$ cat config.mk
export PLATFORM = sky130hd
export DESIGN_NAME = float_to_fix_pipe
export DESIGN_NICKNAME = d
export VERILOG_FILES = /design/src/rtl/float_to_fix_pipe.sv
export SDC_FILE = /design/constraint.sdc
export NUM_CORES = 1
export LEC_CHECK = 0
export ABC_AREA = 1
export BUFFER_PORTS_ARGS = -buffer_cell sky130_fd_sc_hd__buf_2
export CORE_ASPECT_RATIO = 1.75
export CORE_UTILIZATION = 45
export CTS_CLUSTER_SIZE = 10
export DETAILED_ROUTE_END_ITERATION = 8
export PLACE_DENSITY = 0.61
export SYNTH_ARGS = -nofsm -noshare
export SYNTH_HDL_FRONTEND = slang
export SYNTH_SLANG_ARGS = --single-unit
$ cat constraint.sdc
create_clock -name clk -period 4.4 [get_ports clk]
set_clock_uncertainty 0.2 [all_clocks]
set_input_delay 0.44 -clock clk [delete_from_list [all_inputs] [get_ports clk]]
set_output_delay 0.44 -clock clk [all_outputs]
set_load 0.005 [all_outputs]
$ cat src/rtl/float_to_fix_pipe.sv
// float_to_fix_pipe: 3-stage IEEE-754 single to signed fixed-point converter with rounding and saturation
module float_to_fix_pipe #(
  parameter int FIX_W = 32,
  parameter int POS_W = $clog2(FIX_W)
) (
  input  logic             clk,
  input  logic             rst_n,
  input  logic             in_valid,
  output logic             in_ready,
  input  logic [31:0]      targetnumber,
  input  logic [POS_W-1:0] fixpointpos,
  input  logic [1:0]       rnd_mode,
  output logic             out_valid,
  input  logic             out_ready,
  output logic [FIX_W-1:0] result,
  output logic [2:0]       flags
);
  localparam int IW = FIX_W + 24;
  logic adv;
  logic v1, v2;
  logic s1_sign, s1_zero, s1_nan, s1_inf;
  logic [23:0] s1_mant;
  logic signed [9:0] s1_sh, nsh;
  logic [1:0] s1_mode, s2_mode;
  logic s2_sign, s2_nan, s2_inf, s2_big, s2_g, s2_s;
  logic [FIX_W-1:0] s2_mag, sat;
  logic [6:0] lsh;
  logic [4:0] rsh;
  logic [IW-1:0] lw, iw;
  logic [49:0] ext;
  logic inc, ovf;
  logic [FIX_W:0] rmag;
  assign adv = !out_valid || out_ready;
  assign in_ready = adv;
  always_comb begin
    nsh = -s1_sh;
    lsh = (s1_sh > 10'(FIX_W)) ? 7'(FIX_W) : 7'(s1_sh);
    rsh = (nsh > 10'sd26) ? 5'd26 : 5'(nsh);
    lw = IW'(s1_mant) << lsh;
    ext = {s1_mant, 26'b0} >> rsh;
    iw = s1_sh[9] ? IW'(ext[49:26]) : lw;
    inc = (s2_mode == 2'b01) ? s2_g & (s2_s | s2_mag[0]) :
          (s2_mode == 2'b10) ? s2_sign & (s2_g | s2_s) :
          (s2_mode == 2'b11) ? !s2_sign & (s2_g | s2_s) : 1'b0;
    rmag = {1'b0, s2_mag} + {{FIX_W{1'b0}}, inc};
    ovf = s2_big | rmag[FIX_W] | (rmag[FIX_W-1] & (!s2_sign | (|rmag[FIX_W-2:0])));
    sat = {s2_sign, {(FIX_W-1){!s2_sign}}};
  end
  always_ff @(posedge clk or negedge rst_n)
    if (!rst_n) begin
      v1 <= 1'b0;
      v2 <= 1'b0;
      out_valid <= 1'b0;
      s1_sign <= 1'b0;
      s1_zero <= 1'b0;
      s1_nan <= 1'b0;
      s1_inf <= 1'b0;
      s1_mant <= '0;
      s1_sh <= '0;
      s1_mode <= '0;
      s2_sign <= 1'b0;
      s2_nan <= 1'b0;
      s2_inf <= 1'b0;
      s2_big <= 1'b0;
      s2_g <= 1'b0;
      s2_s <= 1'b0;
      s2_mag <= '0;
      s2_mode <= '0;
      result <= '0;
      flags <= '0;
    end else if (adv) begin
      v1 <= in_valid;
      v2 <= v1;
      out_valid <= v2;
      s1_sign <= targetnumber[31];
      s1_zero <= targetnumber[30:23] == 8'd0;
      s1_nan <= targetnumber[30:23] == 8'hff && |targetnumber[22:0];
      s1_inf <= targetnumber[30:23] == 8'hff && ~|targetnumber[22:0];
      s1_mant <= {1'b1, targetnumber[22:0]};
      s1_sh <= 10'(targetnumber[30:23]) + 10'(fixpointpos) - 10'd150;
      s1_mode <= rnd_mode;
      s2_sign <= s1_sign;
      s2_nan <= s1_nan;
      s2_inf <= s1_inf;
      s2_big <= !s1_zero && |(iw >> FIX_W);
      s2_g <= !s1_zero && s1_sh[9] && ext[25];
      s2_s <= !s1_zero && s1_sh[9] && |ext[24:0];
      s2_mag <= s1_zero ? '0 : iw[FIX_W-1:0];
      s2_mode <= s1_mode;
      result <= s2_nan ? '0 : (s2_inf || ovf) ? sat : s2_sign ? -rmag[FIX_W-1:0] : rmag[FIX_W-1:0];
      flags <= {s2_nan, !s2_nan && (s2_inf || ovf), !s2_nan && !s2_inf && (s2_g || s2_s)};
    end
endmodule

==> flow_metrics.tcl, run 1 <==
set metrics [dict create \
    hpwl_um 28600 \
    gr-usage-all-layers 0.322 \
    tightest_slew_ps 1010 \
    r2r_start "s2_mode[0]" \
    period_share 0.922 \
    r2r_setup_slack_ps 340 \
    setup_tns_ps 0 \
    critPathRequiredTime_ps 4530 \
    crit_arrival_ps 4190 \
    fmax_ghz 0.247 \
    startpoint_type "register" \
    synth_nets 1730 \
    syn_avg_cell_area_um2 6.12 \
    clock_latency_ps 450 \
    post-route-util 0.530 \
    leakagePower_nw 5.96 \
    die_area_mm2 0.0233 \
    hold_path_end "s1_zero" \
    cts_root_buf "clkbuf_16" \
    async_flop_share 1.00 \
    min_from "targetnumber[24]" \
    netlist_top_cells_area "dfrtp_1 (29%), nand2_1 (19%), nand3_1 (9.7%)" \
    total_power_mw 8.82 \
    synth_area_mm2 0.0102 \
    ys_seq_area_frac 0.289 \
    place_ws_ps 21.4 \
    grt_pass1_vias 10921 \
    finalHoldViolCount 0 \
    portBuffers 79 \
    crit_type "reg -> reg" \
    relSlewSlack 0.322 \
    synth.distinct_cells 48 \
    synthFlopType "dfrtp_1" \
    grt_use_met3 0.0494 \
    reg2reg_depth 22 \
    drtIter0Drc 781 \
    die_h_um 201 \
    worst-path-max-fanout 5 \
    drive_gt1_frac 0.119 \
    hold_depth 2 \
    numCtsBuffers 17 \
    grt_max_degree 58 \
    grt_use_met1 0.321 \
    rows 72 \
    place.gp.congestion 0.980 \
    cts_num_sinks 118 \
    maxCapViolations 0 \
    coreArea_mm2 0.0222 \
    rr_endpoint "result[29]" \
    start_util 0.461 \
    drv_slew 0 \
    vias 11102 \
    drc 0 \
    htreeDepth 4 \
    clockBufferDepth 2 \
    drt_wl_total_um 35700 \
    nets 1805 \
    pin_count 80 \
    post_cts_buffers 0 \
    drt-pass1-iter-count 5 \
    wl_per_cell_um 17.4 \
    grt_pass1_wl_um 56500 \
    gr-total-overflow 0 \
    fill_cells 2395 \
    synth-edff-count 0 \
    die_w_um 116 \
    clk_pin_slew_ps 60 \
    worst_slack_ps 343 \
    antenna_cells 0 \
    grt_use_met2 0.587 \
    setup_violations 0 \
    period_needed_ps 4060 \
    synth_cells 1668 \
    rsz0062_at_grt "false" \
    vdd_drop_max_mv 0.444 \
    via_per_inst 5.41 \
    worstSetupEndpointType "register" \
    ant_nets 0 \
    hold_class "in -> reg" \
    cts_tree "done" \
    status "finished, final reports clean" \
    area_growth_pct 14.9 \
    grt-busiest-layer "met2" \
    synth_area_leader_cell "dfrtp_1" \
    antenna_found_initial 0 \
    synth_warnings 0 \
    power.density_mw_per_mm2 751 \
    synth_top_area_share 0.289 \
    ys_seq_elements 118 \
]
## critical path, cell delays in order (launching register included)
cell and delay [ps]:
dfrtp_1 340, inv_1 70, buf_4 150, o41ai_4 330, ha_1 230, ha_1 200
nand3_2 100, nor3_4 190, nand2_2 120, nor3_4 180, nand3_2 170, nor3_4 250
xor2_1 170, nor2_1 270, nand2_1 80, nor2_1 190, nand4_1 260, nand2_1 160
nor2_1 50, nor2_1 70, nand2_1 50, nand2_1 60, nand2_1 50
## synth_stat cells (5+ instances only)
master and count:
nand2_1 518, nand3_1 197, inv_1 168, o21ai_0 163, nor2_1 146, dfrtp_1 118
clkbuf_1 50, nor3_1 37, xor2_1 33, a21oi_1 31, nand4_1 26, o22ai_1 22
ha_1 18, o21ai_1 18, buf_2 14, o21ai_2 11, or2_2 11, buf_1 8
nor4_1 6, clkinv_1 5, nand2_2 5, nor2_2 5
## timing repair
action                                  4_1_cts  5_1_grt
hold buffers                                  8        0
resized for setup                             0       13
endpoints found under the setup margin        0       33
endpoints found under the hold margin        53        0
## power by group
group          internal (mW)  switching [mW]
logic                   1.79            3.81
registers               1.48           0.311
clock network          0.913           0.512
## area by class of cell
class | count | area, um2 | share of cell area
Multi-Input combinational cell | 1295 | 6310 | 0.538
Sequential cell | 118 | 2950 | 0.252
Timing Repair Buffer | 134 | 843 | 0.0719
Inverter | 177 | 664 | 0.0566
Clock buffer | 23 | 468 | 0.0399
Tap cell | 296 | 370 | 0.0316
Clock inverter | 8 | 124 | 0.0106
## placed cells by master (no fill, tap or decap), drive strengths merged, types with 3 or more instances in the layout
cell / count
a21boi: 4
a21oi: 32
a22o: 4
and2: 4
buf: 126
bufinv: 3
clkbuf: 23
clkinv: 8
dfrtp: 118
dlygate4sd3: 8
ha: 18
inv: 172
nand2: 526
nand3: 199
nand4: 27
nor2: 151
nor3: 41
nor4: 6
o211ai: 4
o21ai: 192
o22ai: 22
o41ai: 4
or2: 11
xnor2: 3
xor2: 34
## metal layers
layer | wire length, um | share of wire
met4 | 2860 | 0.080
met3 | 1120 | 0.031
met1 | 12800 | 0.36
met2 | 18800 | 0.53
met5 | 0 | 0
## metrics by stage
| stage | cells | hold slack [ps] | area, um2 |
|---|---|---|---|
| after floorplan | 1668 | -55.6 | 10200 |
| after global placement | 2012 | 241 | 11000 |
| after detailed placement | 2012 | 246 | 11000 |
| after CTS | 2051 | 1.48 | 11700 |
| after global routing | 2051 | 37.2 | 11700 |
| final | 2051 | 23.0 | 11700 |
## sequential cells by signal (all words and copies together), names as in the netlist, 2 cells and up
register,cells
s1_mode,2
s2_mag,32
s2_mode,2
s1_sh,10
s1_mant,24
result,32
flags,3
## worst max path at each step
| stage | slack, ps | to | from |
|---|---|---|---|
| 2_1_floorplan | 500 | result[29] | s2_sign |
| 3_3_place_gp | 80 | result[15] | s2_mode[0] |
| 3_5_place_dp | 20 | result[24] | s2_mode[0] |
| 4_1_cts | 20 | result[24] | s2_mode[0] |
| 5_1_grt | 30 | result[12] | s2_mode[0] |
| 6_report | 340 | result[29] | s2_mode[0] |
## cells by family after synthesis
| family | after synthesis | synth area share |
|---|---|---|
| and+or+nand+nor | 970 | 0.410 |
| AOI/OAI and AO/OA | 268 | 0.145 |
| buffers and inverters | 255 | 0.0984 |
| DFF | 118 | 0.289 |
| xor gates and xnor gates | 37 | 0.0325 |
| adders and majority gates | 19 | 0.0240 |
| muxes | 1 | 0.000980 |
Note: power is estimated with default switching activity, not from simulation.
==> run 2: changes to the inputs <==
--- a/config.mk
+++ b/config.mk
@@ -6,7 +6,7 @@
 export NUM_CORES = 1
 export LEC_CHECK = 0
 export ABC_AREA = 1
-export BUFFER_PORTS_ARGS = -buffer_cell sky130_fd_sc_hd__buf_2
+export BUFFER_PORTS_ARGS = -buffer_cell sky130_fd_sc_hd__buf_4
 export CORE_ASPECT_RATIO = 1.75
 export CORE_UTILIZATION = 45
 export CTS_CLUSTER_SIZE = 10
==> run 2 against run 1 <==
Sequential cell count is the same. Die area did not move. Routed wire length fell by 1.3%. Critical endpoint unchanged. Highest routed layer unchanged.
==> flow_metrics.tcl, run 2 (synthesized netlist as in run 1, its figures left out) <==
set metrics [dict create \
    numCtsBuffers 17 \
    gr-total-overflow 0 \
    hold_class "in -> reg" \
    finalHoldViolCount 0 \
    drt-pass1-iter-count 6 \
    drt_wl_total_um 35200 \
    grt_pass1_wl_um 55600 \
    fill_cells 2405 \
    power.density_mw_per_mm2 743 \
    start_util 0.461 \
    pin_count 80 \
    htreeDepth 4 \
    area_growth_pct 15.7 \
    rsz0062_at_grt "false" \
    drtIter0Drc 748 \
    drc 0 \
    grt_max_degree 108 \
    vias 11006 \
    antenna_found_initial 0 \
    cts_root_buf "clkbuf_16" \
    startpoint_type "register" \
    post-route-util 0.533 \
    design_area_mm2 0.0118 \
    rows 72 \
    vdd_drop_max_mv 0.285 \
    drive_gt1_frac 0.116 \
    relSlewSlack 0.308 \
    total_power_mw 8.78 \
    place.gp.congestion 0.987 \
    die_area_mm2 0.0233 \
    tightest_slew_ps 1040 \
    status "finished, final reports clean" \
    setup_violations 0 \
    clock_latency_ps 440 \
    crit_arrival_ps 4160 \
    hpwl_um 28100 \
    die_w_um 116 \
    nets 1793 \
    coreArea_mm2 0.0222 \
    grt_pass1_vias 10762 \
    setup_tns_ps 0 \
    place_area_mm2 0.0111 \
    portBuffers 79 \
    reg_top3 "result x32, s2_mag x32, s1_mant x24" \
    period_share 0.916 \
    fmax_ghz 0.248 \
    crit_type "reg -> reg" \
    hold_slack_ps 22.4 \
    critPathRequiredTime_ps 4530 \
    worst-path-max-fanout 5 \
    final_common_cell "nand2_1" \
    clk_pin_slew_ps 60 \
    gr-usage-all-layers 0.316 \
    maxCapViolations 0 \
    final_cell_mix "nand2_1 (518), nand3_1 (197), inv_1 (168)" \
    ant_nets 0 \
    drv_slew 0 \
    antenna_cells 0 \
    leakagePower_nw 5.95 \
    cts_tree "done" \
    cts_num_sinks 118 \
    worstSetupEndpointType "register" \
    post_cts_buffers 0 \
    clockBufferDepth 2 \
    die_h_um 201 \
    period_needed_ps 4030 \
    via_per_inst 5.40 \
    wl_per_cell_um 17.2 \
]
## run 2: through the flow
| step | std cells | setup WS (ps) |
|---|---|---|
| 6_report | 2040 | 370 |
| 5_1_grt | 2040 | 3.58 |
| 3_5_place_dp | 2001 | 220 |
| 2_1_floorplan | 1668 | 500 |
| 3_3_place_gp | 2001 | 371 |
| 4_1_cts | 2040 | 213 |
## run 2: final timing paths
| kind | end | slack [ps] | from | cells past startpoint |
|---|---|---|---|---|
| worst min-delay path | s1_mant[20] | 20 | targetnumber[20] | 3 |
| max in group asynchronous | s1_sh[8] | 2640 | rst_n | 3 |
| worst max-delay path | result[29] | 370 | s2_mode[1] | 20 |
| min in group asynchronous | result[1] | 380 | rst_n | 2 |
| worst min register to register | out_valid | 270 | v2 | 2 |
| worst max register to register | result[29] | 370 | s2_mode[1] | 20 |
## run 2: cell type report
cell class | count | area [um2] | share of cell area
well taps | 296 | 370 | 0.0313
repair buffers | 122 | 950 | 0.0804
flip-flops and latches | 118 | 2950 | 0.250
clock inverters | 12 | 129 | 0.0109
clock buffers | 20 | 447 | 0.0378
multi-input cells | 1295 | 6300 | 0.533
inverters | 177 | 668 | 0.0566
## run 2: where the power goes
group          switching (mW)  internal [mW]  leakage, nW
Sequential              0.312           1.48         1.47
Combinational            3.76           1.84         4.21
Clock                   0.536          0.845        0.276
## run 2: timing repair
action | 4_1_cts | 5_1_grt
endpoints found under the setup margin | 0 | 29
resized for setup | 0 | 11
hold buffers | 7 | 0
hold endpoints to repair | 50 | 0
## run 2: worst max-delay path: stages, from the launching register on
cell and delay, ps:
dfrtp_1 430, o41ai_2 410, ha_1 230, ha_1 200
nand3_2 130, nor3_4 230, nand2_2 120, nor3_4 180
nand3_2 180, nor3_4 240, xor2_1 180, nor2_1 240
nand2_1 90, nor2_1 170, nand4_1 240, nand2_1 150
nor2_1 50, nor2_1 90, nand2_1 60, nand2_1 60
nand2_1 40
## run 2: routing by layer
| metal | share of wire | vias to the layer above | GRT usage |
|---|---|---|---|
| met5 | 0 | - | 0 |
| met4 | 0.083 | 0 | 0.251 |
| met3 | 0.032 | 125 | 0.0443 |
| met2 | 0.52 | 305 | 0.574 |
| met1 | 0.36 | 5006 | 0.311 |
| li1 | - | 5570 | - |
